==> src/rtl/fir_pkg.sv <==
// Shared definitions for the FIR output path.
//   DATA_W  : default sample width of one FIR output lane
//   N_LANES : number of lanes produced per clock by the unfolded FIR
//   lane_e  : lane-sequencing state used by the output serializer
package fir_pkg;

  localparam int DATA_W  = 10;
  localparam int N_LANES = 3;

  typedef enum logic [1:0] {
    LANE0 = 2'd0,
    LANE1 = 2'd1,
    LANE2 = 2'd2
  } lane_e;

  // Successor of a lane state; the unused encoding falls back to LANE0.
  function automatic lane_e next_lane(input lane_e cur);
    lane_e nxt;
    case (cur)
      LANE0:   nxt = LANE1;
      LANE1:   nxt = LANE2;
      LANE2:   nxt = LANE0;
      default: nxt = LANE0;
    endcase
    return nxt;
  endfunction

endpackage

==> src/rtl/triplet_fifo.sv <==
// Triplet FIFO for the FIR output serializer.
// Stores whole {lane0,lane1,lane2} words and keeps the head entry in a
// register so the consumer sees it without a read-address mux on its path.
//   clk, rst_n : clock, asynchronous active-low reset
//   push, din  : write din at the tail (ignored when full unless popping)
//   pop        : drop the head entry (ignored when empty)
//   head       : registered copy of the head entry
//   full/empty : occupancy flags
//   count      : number of stored triplets, 0..DEPTH
module triplet_fifo #(
  parameter int W     = 30,
  parameter int DEPTH = 4
) (
  input  logic                       clk,
  input  logic                       rst_n,
  input  logic                       push,
  input  logic [W-1:0]               din,
  input  logic                       pop,
  output logic [W-1:0]               head,
  output logic                       full,
  output logic                       empty,
  output logic [$clog2(DEPTH):0]     count
);

  localparam int AW = $clog2(DEPTH);
  localparam int CW = AW + 1;

  logic [W-1:0]  mem [DEPTH];
  logic [AW-1:0] wptr;
  logic [AW-1:0] rptr;
  logic [AW-1:0] rptr_inc;
  logic          do_push;
  logic          do_pop;

  assign empty    = (count == CW'(0));
  assign full     = (count == CW'(DEPTH));
  assign do_pop   = pop & ~empty;
  // A full FIFO still takes a write when the head leaves in the same cycle.
  assign do_push  = push & (~full | do_pop);
  // Pointers are AW bits wide, so the increment wraps modulo DEPTH.
  assign rptr_inc = rptr + AW'(1);

  // Storage array; contents are deliberately left unreset.
  always_ff @(posedge clk) begin
    if (do_push) begin
      mem[wptr] <= din;
    end
  end

  // Pointers, occupancy count and registered head entry.
  always_ff @(posedge clk or negedge rst_n) begin
    if (!rst_n) begin
      wptr  <= '0;
      rptr  <= '0;
      count <= '0;
      head  <= '0;
    end else begin
      if (do_push) begin
        wptr <= wptr + AW'(1);
      end
      if (do_pop) begin
        rptr <= rptr_inc;
      end
      case ({do_push, do_pop})
        2'b10:   count <= count + CW'(1);
        2'b01:   count <= count - CW'(1);
        default: count <= count;
      endcase
      // Next head: the following stored entry, or the incoming word when
      // it will be the only one left (empty, or last entry leaving).
      if (do_pop) begin
        if (count > CW'(1)) begin
          head <= mem[rptr_inc];
        end else if (do_push) begin
          head <= din;
        end
      end else if (do_push && empty) begin
        head <= din;
      end
    end
  end

endmodule

==> src/rtl/fir_out_serializer.sv <==
// Serializes the three parallel lanes of an unfolded FIR into one sample
// stream with valid/ready handshake.
//   clk, rst_n        : clock, asynchronous active-low reset
//   din0..din2        : lane samples, lane 0 oldest
//   vin0..vin2        : per-lane valids; all three must agree
//   rdy               : downstream ready
//   dout, vout        : serialized sample and its valid
//   ovf               : sticky, a valid triplet was dropped on a full FIFO
//   lane_err          : sticky, lane valids disagreed in some cycle
module fir_out_serializer #(
  parameter int DATA_W = fir_pkg::DATA_W,
  parameter int DEPTH  = 4
) (
  input  logic              clk,
  input  logic              rst_n,
  input  logic [DATA_W-1:0] din0,
  input  logic [DATA_W-1:0] din1,
  input  logic [DATA_W-1:0] din2,
  input  logic              vin0,
  input  logic              vin1,
  input  logic              vin2,
  input  logic              rdy,
  output logic [DATA_W-1:0] dout,
  output logic              vout,
  output logic              ovf,
  output logic              lane_err
);

  import fir_pkg::*;

  localparam int TW = N_LANES * DATA_W;
  localparam int CW = $clog2(DEPTH) + 1;

  lane_e         state;
  logic [TW-1:0] head;
  logic          fifo_full;
  logic          fifo_empty;
  logic [CW-1:0] fifo_count;
  logic          all_valid;
  logic          mismatch;
  logic          xfer;
  logic          pop;
  logic          push;
  logic          room;

  assign all_valid = vin0 & vin1 & vin2;
  assign mismatch  = (vin0 | vin1 | vin2) & ~all_valid;
  assign xfer      = vout & rdy;
  assign pop       = xfer & (state == LANE2);
  assign room      = (fifo_count != CW'(DEPTH));
  assign push      = all_valid & (room | pop);
  // vout comes straight from the registered occupancy.
  assign vout      = ~fifo_empty;

  triplet_fifo #(
    .W     (TW),
    .DEPTH (DEPTH)
  ) u_fifo (
    .clk   (clk),
    .rst_n (rst_n),
    .push  (push),
    .din   ({din0, din1, din2}),
    .pop   (pop),
    .head  (head),
    .full  (fifo_full),
    .empty (fifo_empty),
    .count (fifo_count)
  );

  // Lane sequencer: moves one lane per completed transfer.
  always_ff @(posedge clk or negedge rst_n) begin
    if (!rst_n) begin
      state <= LANE0;
    end else if (xfer) begin
      state <= next_lane(state);
    end
  end

  // Sticky error flags, cleared only by reset.
  always_ff @(posedge clk or negedge rst_n) begin
    if (!rst_n) begin
      ovf      <= 1'b0;
      lane_err <= 1'b0;
    end else begin
      if (all_valid && fifo_full && !pop) begin
        ovf <= 1'b1;
      end
      if (mismatch) begin
        lane_err <= 1'b1;
      end
    end
  end

  // Output lane select from the registered head; zero while nothing is held.
  always_comb begin
    dout = '0;
    if (vout) begin
      case (state)
        LANE0:   dout = head[TW-1 -: DATA_W];
        LANE1:   dout = head[TW-DATA_W-1 -: DATA_W];
        LANE2:   dout = head[DATA_W-1:0];
        default: dout = '0;
      endcase
    end else begin
      dout = '0;
    end
  end

endmodule

==> config.mk <==
export PLATFORM = sky130hd
export DESIGN_NAME = fir_out_serializer
export DESIGN_NICKNAME = d
export VERILOG_FILES = /design/src/rtl/fir_pkg.sv /design/src/rtl/triplet_fifo.sv /design/src/rtl/fir_out_serializer.sv
export SDC_FILE = /design/constraint.sdc
export NUM_CORES = 1
export LEC_CHECK = 0
export CAP_MARGIN = 20
export CORE_MARGIN = 2
export CORE_UTILIZATION = 54
export DETAILED_ROUTE_END_ITERATION = 7
export PLACE_DENSITY_LB_ADDON = 0.3
export SETUP_SLACK_MARGIN = 0.02
export SLEW_MARGIN = 20
export SYNTH_ARGS = -nofsm -noshare
export SYNTH_HDL_FRONTEND = slang
export SYNTH_HIERARCHICAL = 1
export SYNTH_SLANG_ARGS = --single-unit
==> constraint.sdc <==
create_clock -name clk -period 4.52 [get_ports clk]
set_clock_uncertainty 0.1 [all_clocks]
set_input_delay 0.904 -clock clk [delete_from_list [all_inputs] [get_ports clk]]
set_output_delay 0.904 -clock clk [all_outputs]
set_load 0.02 [all_outputs]
==> run metrics <==
status finished, final reports clean; Longest Clk Path Bufs 2; Seq/Total Area, Yosys 65.45%; initial drt markers 205; vias post-DR 3,546; clock network power share 26.5%; Clock Latency Late Sink 0.42 ns; Reg2Reg Setup Slack 0.68 ns; internal power 3678 uW; DRC viols 0; setup ws final 0.6797 ns; Comb power frac 33.3%; DP Worst Slack 0.6375 ns; post-route ant nets 0; crit path from u_fifo/count[1]$_DFFE_PN0P_; Final Max Tran Viols 0; crit path max fanout 30; Req. time, crit path 4.72 ns; YS warnings 6; sequential cell area 4633 sq um; top post-synthesis cells by area edfxtp_1, dfrtp_1, mux2_4, mux4_2, a211oi_1; Die Ht 118.4 um; share of cells above drive strength 1 30.43%; pin count of the biggest net entering global routing 42; maxcap violations 0; Pre-antenna DRT Iters 4; worst r2r src u_fifo/count[1]$_DFFE_PN0P_; syn nets 423; initial core utilization 55.60%; critical path data arrival time 4.04 ns; pwr dens 627.0 nW/um^2; synthesized flop and latch total 161; # resized after CTS 0; Post-CTS Setup Bufs 0; post-detail-place hpwl 8108 um; die area 14,030 sq um; Clock Sinks 161; CP endpoint u_fifo/head[7]$_DFFE_PN0P_; Gate Count Post-Synth 379; Post-synth EDFFs 120; switching share of total power 29.26%; Vias/cell 5.729; element type at the critical path end register; CTS clk-pin slew, worst paths 0.06 ns; RSZ-0062 raised after global routing false; GP Congestion 0.7264; asr flop ratio synth 25.47%; Max Clock Freq 0.2604 GHz; Hold Fails Final Rpt 0; fin crit period 3.840 ns; Reg power frac 40.2%; final setup vio count 0; row count 41; floorplan core area 12,720 sq um; synth unique cells 42; global-route usage over all layers 20.25%; multi-input logic area 2295 sq um; CTS tree yes; antenna violations before repair 0; CP Class reg2reg; dpl cells 587; Worst VDD drop 0.0003318 V; wire per inst 21.24 um; Setup TNS Final 0 ns; P_sw 1521 uW; H-tree levels 4; fill cell count 892; Syn Area/Cell 18.66 sq um; clock buffer count from CTS 17; Worst slew margin 46.28%; synth-to-layout area growth 17.23%; top_reg_cell synth edfxtp_1; vias in the first global route 3,789; hold_sp ovf$_DFFE_PN0P_; RR Endpoint u_fifo/head[7]$_DFFE_PN0P_; die extent in x 118.4 um; IO Count 49; post-layout util 65.18%; Mapped Area 7073 sq um; FF-to-FF path depth 12; WL final 13,150 um; Pleak 0.003119 uW; Tcrit/Tclk final 84.96%; nets 478; port buffer count 48; Hold Path Class reg2reg; CP Launch Type register; Overflow after GRT 0; Layout Cells excl Fill 619; Synth top area share 50.95%; Worst-Margin Slew 0.8027 ns; cts hold-fix bufs 0; root buf cell clkbuf_16; first-pass GRT wire length 21,070 um; cell taking the most area after synthesis edfxtp_1; number of antenna diodes 0
routing by layer:
metal  vias to the layer above  GRT usage [%]  share of wire, %
met5                         -              0                 0
li1                       1594              -                 -
met4                         0          7.068               1.3
met3                        16          4.923               5.3
met2                        95          32.51                50
met1                      1841          27.30                43
layout make-up:
class,count,share of cell area [%]
flip-flops and latches,161,55.88
multi-input cells,189,27.67
repair buffers,57,6.579
clock buffers,21,5.553
well taps,172,2.595
clock inverters,11,1.358
inverters,8,0.3622
through the flow:
step / hold slack [ns] / total power (uW) / cell area (sq um)
floorplan: 0.4641 / 3344 / 7073
global placement: 0.3538 / 3789 / 7714
detailed placement: 0.3574 / 3849 / 7714
CTS: 0.3703 / 5243 / 8287
global route: 0.3917 / 5452 / 8292
finish: 0.3668 / 5199 / 8292
power by group through the flow:
stage	clock [uW]	sequential [uW]	combinational (uW)
finish	1380	2090	1730
global route	1470	2140	1840
CTS	1400	2100	1740
detailed placement	0	2120	1730
global placement	0	2110	1680
floorplan	0	1960	1380
cells by family after synthesis:
| group | Yosys count | synth area share [%] |
|---|---|---|
| AOI/OAI and AO/OA | 38 | 3.892 |
| DFF | 161 | 65.45 |
| and+or+nand+nor | 46 | 3.945 |
| buffers and inverters | 29 | 2.370 |
| muxes | 91 | 22.17 |
| adders and majority gates | 9 | 1.557 |
| xor gates and xnor gates | 5 | 0.6191 |
worst max-delay path, cell delays in order, from the launching register on:
cell	delay [ns]
dfrtp_1	0.43
inv_1	0.16
ha_1	0.39
nand2b_4	0.09
inv_2	0.28
nand2b_1	0.24
or2_1	0.14
inv_1	0.20
o21a_1	0.41
o21ai_4	0.10
buf_4	0.50
mux2_4	0.35
mux2_2	0.27
cells in the final DEF, fill, tap and decap left out, drive strengths merged, types with 2 or more instances in the layout:
master and n:
edfxtp 120, mux2 60, clkdlybuf4s50 47, dfrtp 41
mux4 30, clkbuf 21, a211oi 19, nand2b 14
buf 10, nor2b 8, ha 8, inv 8
nand2 6, clkinv 6, o21ai 6, xnor2 5
and2 4, clkinvlp 3, a21oi 3, nand3b 3
and2b 2, and3 2, o21a 2, nor3 2
a21o 2, bufinv 2, nand3 2
flip-flops by register name (all words and copies together) (netlist names):
register      flops
u_fifo/mem      120
u_fifo/head      30
u_fifo/count      3
state             2
u_fifo/rptr       2
u_fifo/wptr       2
lane_err          1
ovf               1
how the worst min path moves through the flow:
stage                                       to  slack, ns  cells past startpoint
after global placement         ovf$_DFFE_PN0P_       0.35                      1
after detailed placement       ovf$_DFFE_PN0P_       0.36                      1
final                          ovf$_DFFE_PN0P_       0.37                      1
after global routing           ovf$_DFFE_PN0P_       0.39                      1
after floorplan           state[1]$_DFFE_PN0N_       0.46                      2
after CTS                      ovf$_DFFE_PN0P_       0.37                      1
synth_stat cells, types with 2 or more instances:
| cell | count |
|---|---|
| edfxtp_1 | 120 |
| mux2_4 | 55 |
| dfrtp_1 | 41 |
| mux4_2 | 30 |
| a211oi_1 | 19 |
| nand2b_1 | 13 |
| buf_2 | 8 |
| ha_1 | 8 |
| nor2b_1 | 8 |
| inv_1 | 7 |
| nand2_1 | 6 |
| buf_6 | 5 |
| clkbuf_1 | 5 |
| mux2_2 | 5 |
| xnor2_1 | 5 |
| and2_1 | 4 |
| o21ai_0 | 4 |
| a21oi_1 | 3 |
| nand3b_1 | 3 |
| a21o_1 | 2 |
| and2b_1 | 2 |
| and3_1 | 2 |
| buf_1 | 2 |
| nand3_1 | 2 |
| nor3_1 | 2 |
| o21a_1 | 2 |
Note: power is estimated with default switching activity, not from simulation.
